File: config.mk
export PLATFORM = sky130hd
export DESIGN_NAME = ps2_key_event_rx
export DESIGN_NICKNAME = d
export VERILOG_FILES = /design/src/rtl/ps2_key_event_rx.sv
export SDC_FILE = /design/constraint.sdc
export NUM_CORES = 1
export LEC_CHECK = 0
export CORE_MARGIN = 2
export CORE_UTILIZATION = 40
export CTS_CLUSTER_DIAMETER = 100
export DETAILED_ROUTE_END_ITERATION = 10
export SETUP_SLACK_MARGIN = 0.4
export SYNTH_ARGS = -nofsm -noshare
export SYNTH_HDL_FRONTEND = slang
export SYNTH_SLANG_ARGS = --single-unit
File: constraint.sdc
create_clock -name clk -period 3.8 [get_ports clk]
set_input_delay 0.76 -clock clk [delete_from_list [all_inputs] [get_ports clk]]
set_output_delay 0.76 -clock clk [all_outputs]
set_load 0.01 [all_outputs]
File: src/rtl/ps2_key_event_rx.sv
// PS/2 keyboard receiver: turns raw PS/2 clock/data into key make/break events
// and queues them in a small FIFO for a ready/valid consumer.
module ps2_key_event_rx #(
  parameter int FIFO_DEPTH    = 8,
  parameter int FILTER_REPEAT = 1,
  parameter int SYNC_STAGES   = 2,
  parameter int TIMEOUT_CYC   = 5000
) (
  input  logic       clk,
  input  logic       rst_n,
  input  logic       ps2_clk,
  input  logic       ps2_data,
  input  logic       evt_ready,
  output logic       evt_valid,
  output logic [7:0] evt_code,
  output logic       evt_ext,
  output logic       evt_break,
  output logic       overflow,
  output logic       parity_err,
  output logic [7:0] press_cnt
);

  localparam int AW = $clog2(FIFO_DEPTH);
  localparam int TW = $clog2(TIMEOUT_CYC + 1);

  typedef enum logic [1:0] {ST_IDLE, ST_EXT, ST_BRK, ST_EXT_BRK} dec_state_t;

  logic [SYNC_STAGES-1:0] clk_sync, data_sync;
  logic                   clk_prev;
  logic                   fall, data_s;

  logic [3:0]    bit_cnt;
  logic [9:0]    shift;
  logic [TW-1:0] idle_cnt;
  logic          frame_ok;
  logic          byte_valid;
  logic [7:0]    byte_q;

  dec_state_t state, state_nxt;
  logic       ev_push, ev_ext, ev_brk;

  logic       held_valid, held_ext;
  logic [7:0] held_code;
  logic       held_match, is_make, filtered, fifo_wr_req;

  logic [9:0]  mem [FIFO_DEPTH];
  logic [AW:0] wr_ptr, rd_ptr;
  logic        empty, full, do_pop, do_push;
  logic [9:0]  head;

  // Bring the asynchronous PS/2 lines into the clk domain and remember the last clock level
  always_ff @(posedge clk) begin
    if (!rst_n) begin
      clk_sync  <= '1;
      data_sync <= '1;
      clk_prev  <= 1'b1;
    end else begin
      clk_sync  <= {clk_sync[SYNC_STAGES-2:0], ps2_clk};
      data_sync <= {data_sync[SYNC_STAGES-2:0], ps2_data};
      clk_prev  <= clk_sync[SYNC_STAGES-1];
    end
  end

  assign fall   = clk_prev & ~clk_sync[SYNC_STAGES-1];
  assign data_s = data_sync[SYNC_STAGES-1];

  // When the stop bit arrives, shift holds {parity, data[7:0], start} and data_s is the stop bit
  assign frame_ok = ~shift[0] & data_s & (^shift[9:1]);

  // Frame assembly: shift bits in on falling edges, validate at the stop bit, abandon stalled frames
  always_ff @(posedge clk) begin
    if (!rst_n) begin
      bit_cnt    <= '0;
      shift      <= '0;
      idle_cnt   <= '0;
      byte_valid <= 1'b0;
      byte_q     <= '0;
      parity_err <= 1'b0;
    end else begin
      byte_valid <= 1'b0;
      parity_err <= 1'b0;
      if (fall) begin
        idle_cnt <= '0;
        if (bit_cnt == 4'd10) begin
          bit_cnt <= '0;
          if (frame_ok) begin
            byte_valid <= 1'b1;
            byte_q     <= shift[8:1];
          end else begin
            parity_err <= 1'b1;
          end
        end else begin
          shift   <= {data_s, shift[9:1]};
          bit_cnt <= bit_cnt + 4'd1;
        end
      end else if (bit_cnt != 4'd0) begin
        if (idle_cnt == TW'(TIMEOUT_CYC - 1)) begin
          bit_cnt  <= '0;
          idle_cnt <= '0;
        end else begin
          idle_cnt <= idle_cnt + 1'b1;
        end
      end else begin
        idle_cnt <= '0;
      end
    end
  end

  // Prefix decoder state register
  always_ff @(posedge clk) begin
    if (!rst_n) state <= ST_IDLE;
    else        state <= state_nxt;
  end

  // Prefix decoder: E0/F0 only move the state, any other byte emits an event and returns to idle
  always_comb begin
    state_nxt = state;
    ev_push   = 1'b0;
    ev_ext    = (state == ST_EXT) || (state == ST_EXT_BRK);
    ev_brk    = (state == ST_BRK) || (state == ST_EXT_BRK);
    if (byte_valid) begin
      if (byte_q == 8'hE0) begin
        state_nxt = ST_EXT;
      end else if (byte_q == 8'hF0) begin
        case (state)
          ST_IDLE: state_nxt = ST_BRK;
          ST_EXT:  state_nxt = ST_EXT_BRK;
          default: state_nxt = state;
        endcase
      end else begin
        ev_push   = 1'b1;
        state_nxt = ST_IDLE;
      end
    end
  end

  assign held_match  = held_valid && (held_ext == ev_ext) && (held_code == byte_q);
  assign is_make     = ev_push & ~ev_brk;
  assign filtered    = is_make & held_match & (FILTER_REPEAT != 0);
  assign fifo_wr_req = ev_push & ~filtered;

  // Track the most recently pressed key so typematic repeats can be recognised
  always_ff @(posedge clk) begin
    if (!rst_n) begin
      held_valid <= 1'b0;
      held_ext   <= 1'b0;
      held_code  <= '0;
    end else if (is_make && !held_match) begin
      held_valid <= 1'b1;
      held_ext   <= ev_ext;
      held_code  <= byte_q;
    end else if (ev_push && ev_brk && held_match) begin
      held_valid <= 1'b0;
    end
  end

  assign empty   = (wr_ptr == rd_ptr);
  assign full    = (wr_ptr[AW] != rd_ptr[AW]) && (wr_ptr[AW-1:0] == rd_ptr[AW-1:0]);
  assign do_pop  = ~empty & evt_ready;
  assign do_push = fifo_wr_req & (~full | do_pop);

  // Event storage; contents need no reset because outputs are masked while empty
  always_ff @(posedge clk) begin
    if (do_push) mem[wr_ptr[AW-1:0]] <= {ev_ext, ev_brk, byte_q};
  end

  // FIFO pointers plus the sticky overflow flag and the make counter
  always_ff @(posedge clk) begin
    if (!rst_n) begin
      wr_ptr    <= '0;
      rd_ptr    <= '0;
      overflow  <= 1'b0;
      press_cnt <= '0;
    end else begin
      if (do_push) wr_ptr <= wr_ptr + 1'b1;
      if (do_pop)  rd_ptr <= rd_ptr + 1'b1;
      if (fifo_wr_req && !do_push) overflow <= 1'b1;
      if (do_push && !ev_brk) press_cnt <= press_cnt + 8'd1;
    end
  end

  assign head      = mem[rd_ptr[AW-1:0]];
  assign evt_valid = ~empty;
  assign evt_code  = empty ? 8'h00 : head[7:0];
  assign evt_break = empty ? 1'b0 : head[8];
  assign evt_ext   = empty ? 1'b0 : head[9];

endmodule

==> summary by stage, run 1 <==
Run status
The run finished with clean final reports.

Global route
The total overflow left after global routing is 0. The via count of the first global-routing pass is 3923. The pin count of the biggest net entering global routing is 41.

The global-route wire length before repair is 19.9 mm. Global routing used 15.7% of the available tracks. The number of antenna violations at the first check in global routing came to 0.

Clocking
The H-tree generated during clock tree synthesis spans 4 levels. The deepest clock path buffer count is 2. The clock slew at the register clock pins of the worst setup and hold paths is 0.06 ns. The TritonCTS sink count is 154. The CTS buffer count is 17. The root buffer cell is clkbuf_16. The clock tree from TritonCTS is yes.

The clock network latency to the later pin of the worst-skew pair is 0.41 ns.

Synthesis
Synthesis handed over a netlist of 504 instances. In this run, synthesis produced a sequential element count of 154. The number of nets in the synthesized netlist is 516.

edfxtp_1 takes more of the synthesized area than any other cell. In the post-synthesis netlist, the biggest area contributors are edfxtp_1, dfxtp_1, mux4_2. The number of distinct library cells after synthesis is 52. The most used flip-flop cell after synthesis is edfxtp_1. The synthesized cell area is 6380 µm².

Counting flops with an async set or reset pin after synthesis yields a share of 0%. Sequential cells were found to cover 60.8% of the synthesized design area. The count of yosys warnings during synthesis is 0. The share of the synthesized area in the top cell type is 37.6%. A synthesized cell averages 12.7 µm². Yosys mapped a number of flops with a built-in enable equal to 80.

Die
The initial core utilization is 40.6%. The chip width is 130 µm. 26 I/O pins were placed. The number of standard-cell rows in the floorplan is 46. The region available for standard cell placement spans 15700 µm².

The vertical die dimension is 130 µm. The floorplan step defined a die boundary enclosing 17000 µm².

Job
The tool flagged a number of max-cap violations equal to 0.

Critical path
Among all stages on the critical path, the largest delay is contributed by mux4_2. The worst setup path is launched from a register. For the worst setup path, the data required time is 3.04 ns. In this design, the stage delay of the slowest critical-path cell is 0.50 ns. The element type at the critical path end is an output port.

The buffering stage count on the worst path with inverters included is 2. The startpoint-to-endpoint class of the critical path is register to output port. Data arrives at the worst endpoint at 2.34 ns.

Grouping stages by cell kind, the critical path spends the most delay in buffers and inverters. The maximum net fanout on the critical path is 10. Across all register-to-register paths, the minimum setup slack is 0.79 ns. The critical path goes through buf_4 -> mux4_2 -> mux2i_1 -> nor2_1 -> clkdlybuf4s50_1.

STA
The final number of setup-violating endpoints is 0. The worst pin sits at a relative slew slack of 17.8%. The worst path in the final design needs a cycle of 3.10 ns, including I/O delays and setup. The maximum achievable frequency is 0.323 GHz. The largest clock skew in the final design is 0.00890 ns. At the pin with the least slew margin, the transition time is 1.23 ns. Setup repair after global routing left no endpoint under its margin. The final hold violation count is 0. The total negative setup slack is 0 ns.

The final period utilization is 81.5%. In the post-route analysis, the smallest setup slack over all paths is 0.701 ns. The final max-slew violation count is 0.

Final layout
The net count of the finished layout is 553. The area overhead of the layout relative to synthesis is 17.4%. The antenna diode count is 0. The layout has 1384 filler cells. Of the cells placed in the final design, the portion with a size suffix greater than 1 is 15.0%.

Routing
After detailed routing, the number of remaining DRC violations is 0. After detailed routing, the average wire length per cell comes to 15.8 µm. Once detail routing completed, the nets flagged for antenna violations numbered 0.

The vias after detailed routing is 3851. Dividing the detail-routed via count by the number of cells gives 5.00. The detailed router finished its first iteration with 282 violations. The pre-antenna-repair detailed-routing pass consisted of 5 iterations.

After detailed routing, the total wire length is 12.2 mm.

Place
In this run the tool buffered the top-level ports with 25 buffer cells. The HPWL after detailed placement is 7.96 mm. The placement-stage worst setup slack is 0.317 ns. The congestion estimate from routability-driven global placement came to 0.783.

Power and ir drop
The total power per unit cell area is 442 nW/µm². Summed over all cells, the static leakage comes to 2.49 nW. The largest voltage drop on the vdd net is 0.301 mV. The total power draw is 0.00331 W.

Min path
The path category of the worst min-delay check is register to register.
## registers in the layout (all words and copies together), names as in the netlist, 2 cells and up, named ones only
signal	count
bit_cnt	4
clk_sync	2
idle_cnt	13
mem	80
byte_q	8
shift	10
held_code	8
rd_ptr	4
wr_ptr	4
data_sync	2
state	2
press_cnt	8
## cells in the mapped netlist (3+ instances only)
cell	number
xnor2_1	20
buf_2	6
nor4_2	3
nor3_1	8
o21ai_0	11
nand2_1	50
clkbuf_1	14
nand3_1	21
nand2b_1	17
nor4_1	4
nor4b_1	4
inv_1	8
xor2_1	11
mux2i_1	26
nor3b_1	3
nor2_1	50
edfxtp_1	80
a21oi_1	21
and3_1	5
mux4_2	20
dfxtp_1	74
ha_1	7
nand4_1	4
or3_1	3
## final timing paths
| kind | start | to | cells after the start |
|---|---|---|---|
| min reg2reg | data_sync[0] | data_sync[1] | 1 |
| max | register | evt_code[5] | 5 |
| min | data_sync[0] | data_sync[1] | 1 |
| max reg2reg | byte_q[5] | mem[5][3] | 5 |
## cell type report
class                      count  area, µm²  share of cell area, %
timing repair buffer          41        370                   4.94
clock buffer                  19        433                   5.78
sequential                   154       3890                   51.9
inverter                       9       33.8                  0.451
clock inverter                13        104                   1.39
multi-input combinational    318       2390                   32.0
tap                          216        270                   3.61
## timing repair
action	CTS	global route
setup buffers	0	0
endpoints found under the setup margin	7	1
gates resized for setup	1	1
hold buffers	0	0
## cells by family after synthesis
kind of cell | after synthesis | synth area share (%)
buffers and inverters | 32 | 2.23
AO/OA/AOI/OAI | 46 | 4.51
XOR/XNOR | 33 | 4.98
adder cells (fa/ha/maj) | 7 | 1.37
AND/OR/NAND/NOR | 185 | 14.6
flip-flops | 154 | 60.8
multiplexers | 47 | 11.5
## per-layer routing
layer	part of all wire [%]	GRT usage [%]
met1	46	19.5
met2	50	26.7
met3	3.1	3.98
met4	0.89	5.32
met5	0	0
## power by group
group          switching, W  total [W]  internal [W]
registers        0.00000261    0.00174       0.00173
clock network      0.000644    0.00153      0.000890
logic             0.0000249  0.0000373     0.0000124
## through the flow
| step | cell area (µm²) | instances | hold slack, ns | util (%) |
|---|---|---|---|---|
| 2_1_floorplan | 6380 | 504 | 0.386 | - |
| 3_3_place_gp | 6950 | 738 | 0.395 | 44.3 |
| 3_5_place_dp | 6950 | 738 | 0.395 | 44.3 |
| 4_1_cts | 7490 | 770 | 0.409 | 47.7 |
| 5_1_grt | 7490 | 770 | 0.423 | 47.7 |
| 6_report | 7490 | 770 | 0.408 | 47.7 |
## layout by cell type (no fill, tap or decap), types with 16 or more instances in the layout
master / count
xnor2_1: 20
dfxtp_1: 73
nor2_1: 50
mux2i_1: 26
clkbuf_16: 17
nand2b_1: 17
edfxtp_1: 80
buf_4: 16
clkdlybuf4s50_1: 25
nand3_1: 21
mux4_2: 20
nand2_1: 50
a21oi_1: 21
Note: power is estimated with default switching activity, not from simulation.
==> run 2: changes to the inputs <==
==> constraint.sdc (replaced) <==
create_clock -name clk -period 2.8 [get_ports clk]
set_input_delay 0.56 -clock clk [delete_from_list [all_inputs] [get_ports clk]]
set_output_delay 0.56 -clock clk [all_outputs]
set_load 0.01 [all_outputs]
==> run 2 against run 1 <==
Core utilization grew 1.7 points; register-to-register slack got worse by 0.17 ns; cell count up 3.0%; critical path depth rose by 1; cell area is 3.6% higher; clock-buffer cell count grew 4; clock power grew 46%; critical endpoint is now evt_code[7]; highest routed layer unchanged.
==> summary by stage, run 2 (synthesis results as in run 1) <==
Min path
The path category of the worst min-delay check is register to register. The source of the worst hold timing path is clk_sync[0].

Final layout
The fraction of layout cells with a size suffix above 1 is 21.5% (+6.5 points). The final core area utilization is 49.4% (+1.7 points). The area overhead of the layout relative to synthesis is 21.6%. The number of cells in the finished layout apart from fillers was 793 (+3.0%). Leaving out fill and tap cells, the most frequent cells in the layout are edfxtp_1, dfxtp_1, nor2_1, nand2_1, buf_4. The most frequent standard cell in the layout excluding fill and tap cells is edfxtp_1. The antenna diode count is 0 (unchanged). The number of flip-flops in the largest register is 80 (unchanged). The design area is 7760 µm² (+3.6%).

The net count of the finished layout is 576 (+4.2%).

STA
The final max-slew violation count is 0 (unchanged). The slew at the pin with the worst max-slew slack is 0.598 ns (-0.632 ns). The post-route worst setup slack came to 0.324 ns (-0.378 ns). The largest clock skew in the final design is 0.0146 ns (+0.00565 ns). For this run, the top clock speed supported by timing is 0.404 GHz. The final period utilization is 88.4%. The final number of setup-violating endpoints is 0 (unchanged). The clock period minus final worst setup slack is 2.48 ns. The headroom to the max-slew limit was 59.8% (+42 points). The final hold violation count is 0 (unchanged). Setup repair after global routing could not meet its margin everywhere. The total negative setup slack is 0 ns (unchanged).

Job
The number of max-cap violations is 0 (unchanged).

Die
The initial core utilization was 40.6% (unchanged). The chip width was 130 µm (unchanged). The placeable core region is 15700 µm² (unchanged). The number of standard-cell rows in the floorplan was 46 (unchanged). The I/O pin count is 26 (unchanged). The vertical die dimension is 130 µm (unchanged). The total die area is 17000 µm² (unchanged).

Place
The cell total after placement is 751 (+1.8%). The half-perimeter wire length of the detailed placement result came to 8.09 mm (+1.7%). The placer congestion estimate was 0.784 (+0.15%).

The area after detailed placement was 7060 µm² (+1.6%). The number of buffers added on ports was 25 (unchanged). The placement-stage worst setup slack is 0.302 ns (-0.0144 ns).

Global route
The global-route wire length before repair is 20.8 mm (+4.6%). The number of antenna violations at the first check in global routing is 0 (unchanged). The pin count of the biggest net entering global routing came to 35 (-15%). The aggregate global routing overflow is 0 (unchanged). The via count of the first global-routing pass came to 3948 (+0.64%). The all-layer global routing usage is 16.4% (+0.77 points).

Critical path
The arrival time of the worst setup path is 1.92 ns (-0.42 ns). The data required time at the worst endpoint is 2.24 ns (-0.80 ns). The slack of the worst reg-to-reg path came to 0.62 ns (-0.17 ns).

By startpoint and endpoint, the worst setup path is classified as register to output port. The worst setup path is launched from a register. The maximum net fanout on the critical path was 4 (-6). The startpoint identified for the worst register-to-register timing path is byte_q[6]. The element type at the critical path end is an output port.

Power and ir drop
The largest voltage drop on the vdd net is 0.505 mV (+68%). The total power per unit cell area is 598 nW/µm² (+35%). The leakage component of the power came to 2.68 nW (+7.8%).

Run status
The run finished with clean final reports.

Routing
The detail-routed via count per cell was 5.00 (about the same). The number of nets with antenna violations after detailed routing is 0 (unchanged). The number of remaining DRC errors is 0 (unchanged). The vias after detailed routing is 3967 (+3.0%).

The total wire length is 12.7 mm (+4.1%). The routed length per placed instance is 16.0 µm (+1.0%). The number of search-and-repair iterations in the first detailed-routing pass was 5 (unchanged). The iteration-0 DRC count of the detailed router is 231 (-18%).

Clocking
The number of hold buffers added after CTS came to 0 (unchanged). The root buffer cell is clkbuf_16. The CTS buffer count came to 17 (unchanged). The number of levels the H-tree was split into came to 4 (unchanged). The clock slew at the register clock pins of the worst setup and hold paths is 0.06 ns (about the same).

The deepest clock path buffer count is 2 (unchanged). TritonCTS built the clock tree. The clock network latency to the later pin of the worst-skew pair is 0.43 ns (+0.02 ns). The TritonCTS sink count is 154 (unchanged).
[run 2: cell types whose count changed in the layout (fill, tap and decap cells not counted), sizes merged]
cell,previous run,this run
clkinv,7,2
clkbuf,19,23
inv,9,10
dlygate4sd2,0,1
buf,16,49
clkinvlp,5,4
clkdlybuf4s50,25,14
bufinv,1,2
[run 2: what timing repair did]
| action | CTS | global route |
|---|---|---|
| cloned | 2 | 0 |
| endpoints found under the hold margin | 0 | 0 |
| gates resized for setup | 53 | 1 |
| pin swaps | 1 | 1 |
| endpoints found under the setup margin | 65 | 104 |
| setup buffers | 4 | 4 |
[run 2: worst max-delay path: stages (launching register included)]
cell     delay, ns
dfxtp_4       0.36
buf_12        0.11
buf_12        0.11
mux4_2        0.50
mux2i_2       0.19
nor2_1        0.07
buf_2         0.14
[run 2: where the power goes]
group          switching (W)  leakage (nW)  internal (W)
Sequential        0.00000351          1.36       0.00235
Combinational      0.0000349          1.05     0.0000168
Clock               0.000870         0.271       0.00136
[run 2: final cells by class]
class	instances	area, µm²
clock buffer	23	468
sequential	154	3890
tap	216	270
clock inverter	9	114
timing repair buffer	64	577
inverter	9	33.8
fill	1369	7950
multi-input combinational	318	2410
[run 2: per-layer routing]
metal | wire length, µm | track usage, % | share of wire, %
met5 | 0 | 0 | 0
met4 | 108 | 5.51 | 0.85
met3 | 461 | 4.80 | 3.6
met2 | 6230 | 26.2 | 49
met1 | 5900 | 21.7 | 46
[run 2: stage by stage]
step                hold slack (ns)  power, W
global placement              0.400   0.00246
finish                        0.404   0.00464
CTS                           0.404   0.00470
global route                  0.430   0.00480
floorplan                     0.386   0.00244
detailed placement            0.391   0.00246
[run 2: path summary, 6_finish.rpt]
path | to | cells past startpoint
max reg2reg | mem[3][7] | 7
min reg2reg | clk_sync[1] | 1
min | clk_sync[1] | 1
max | evt_code[7] | 6
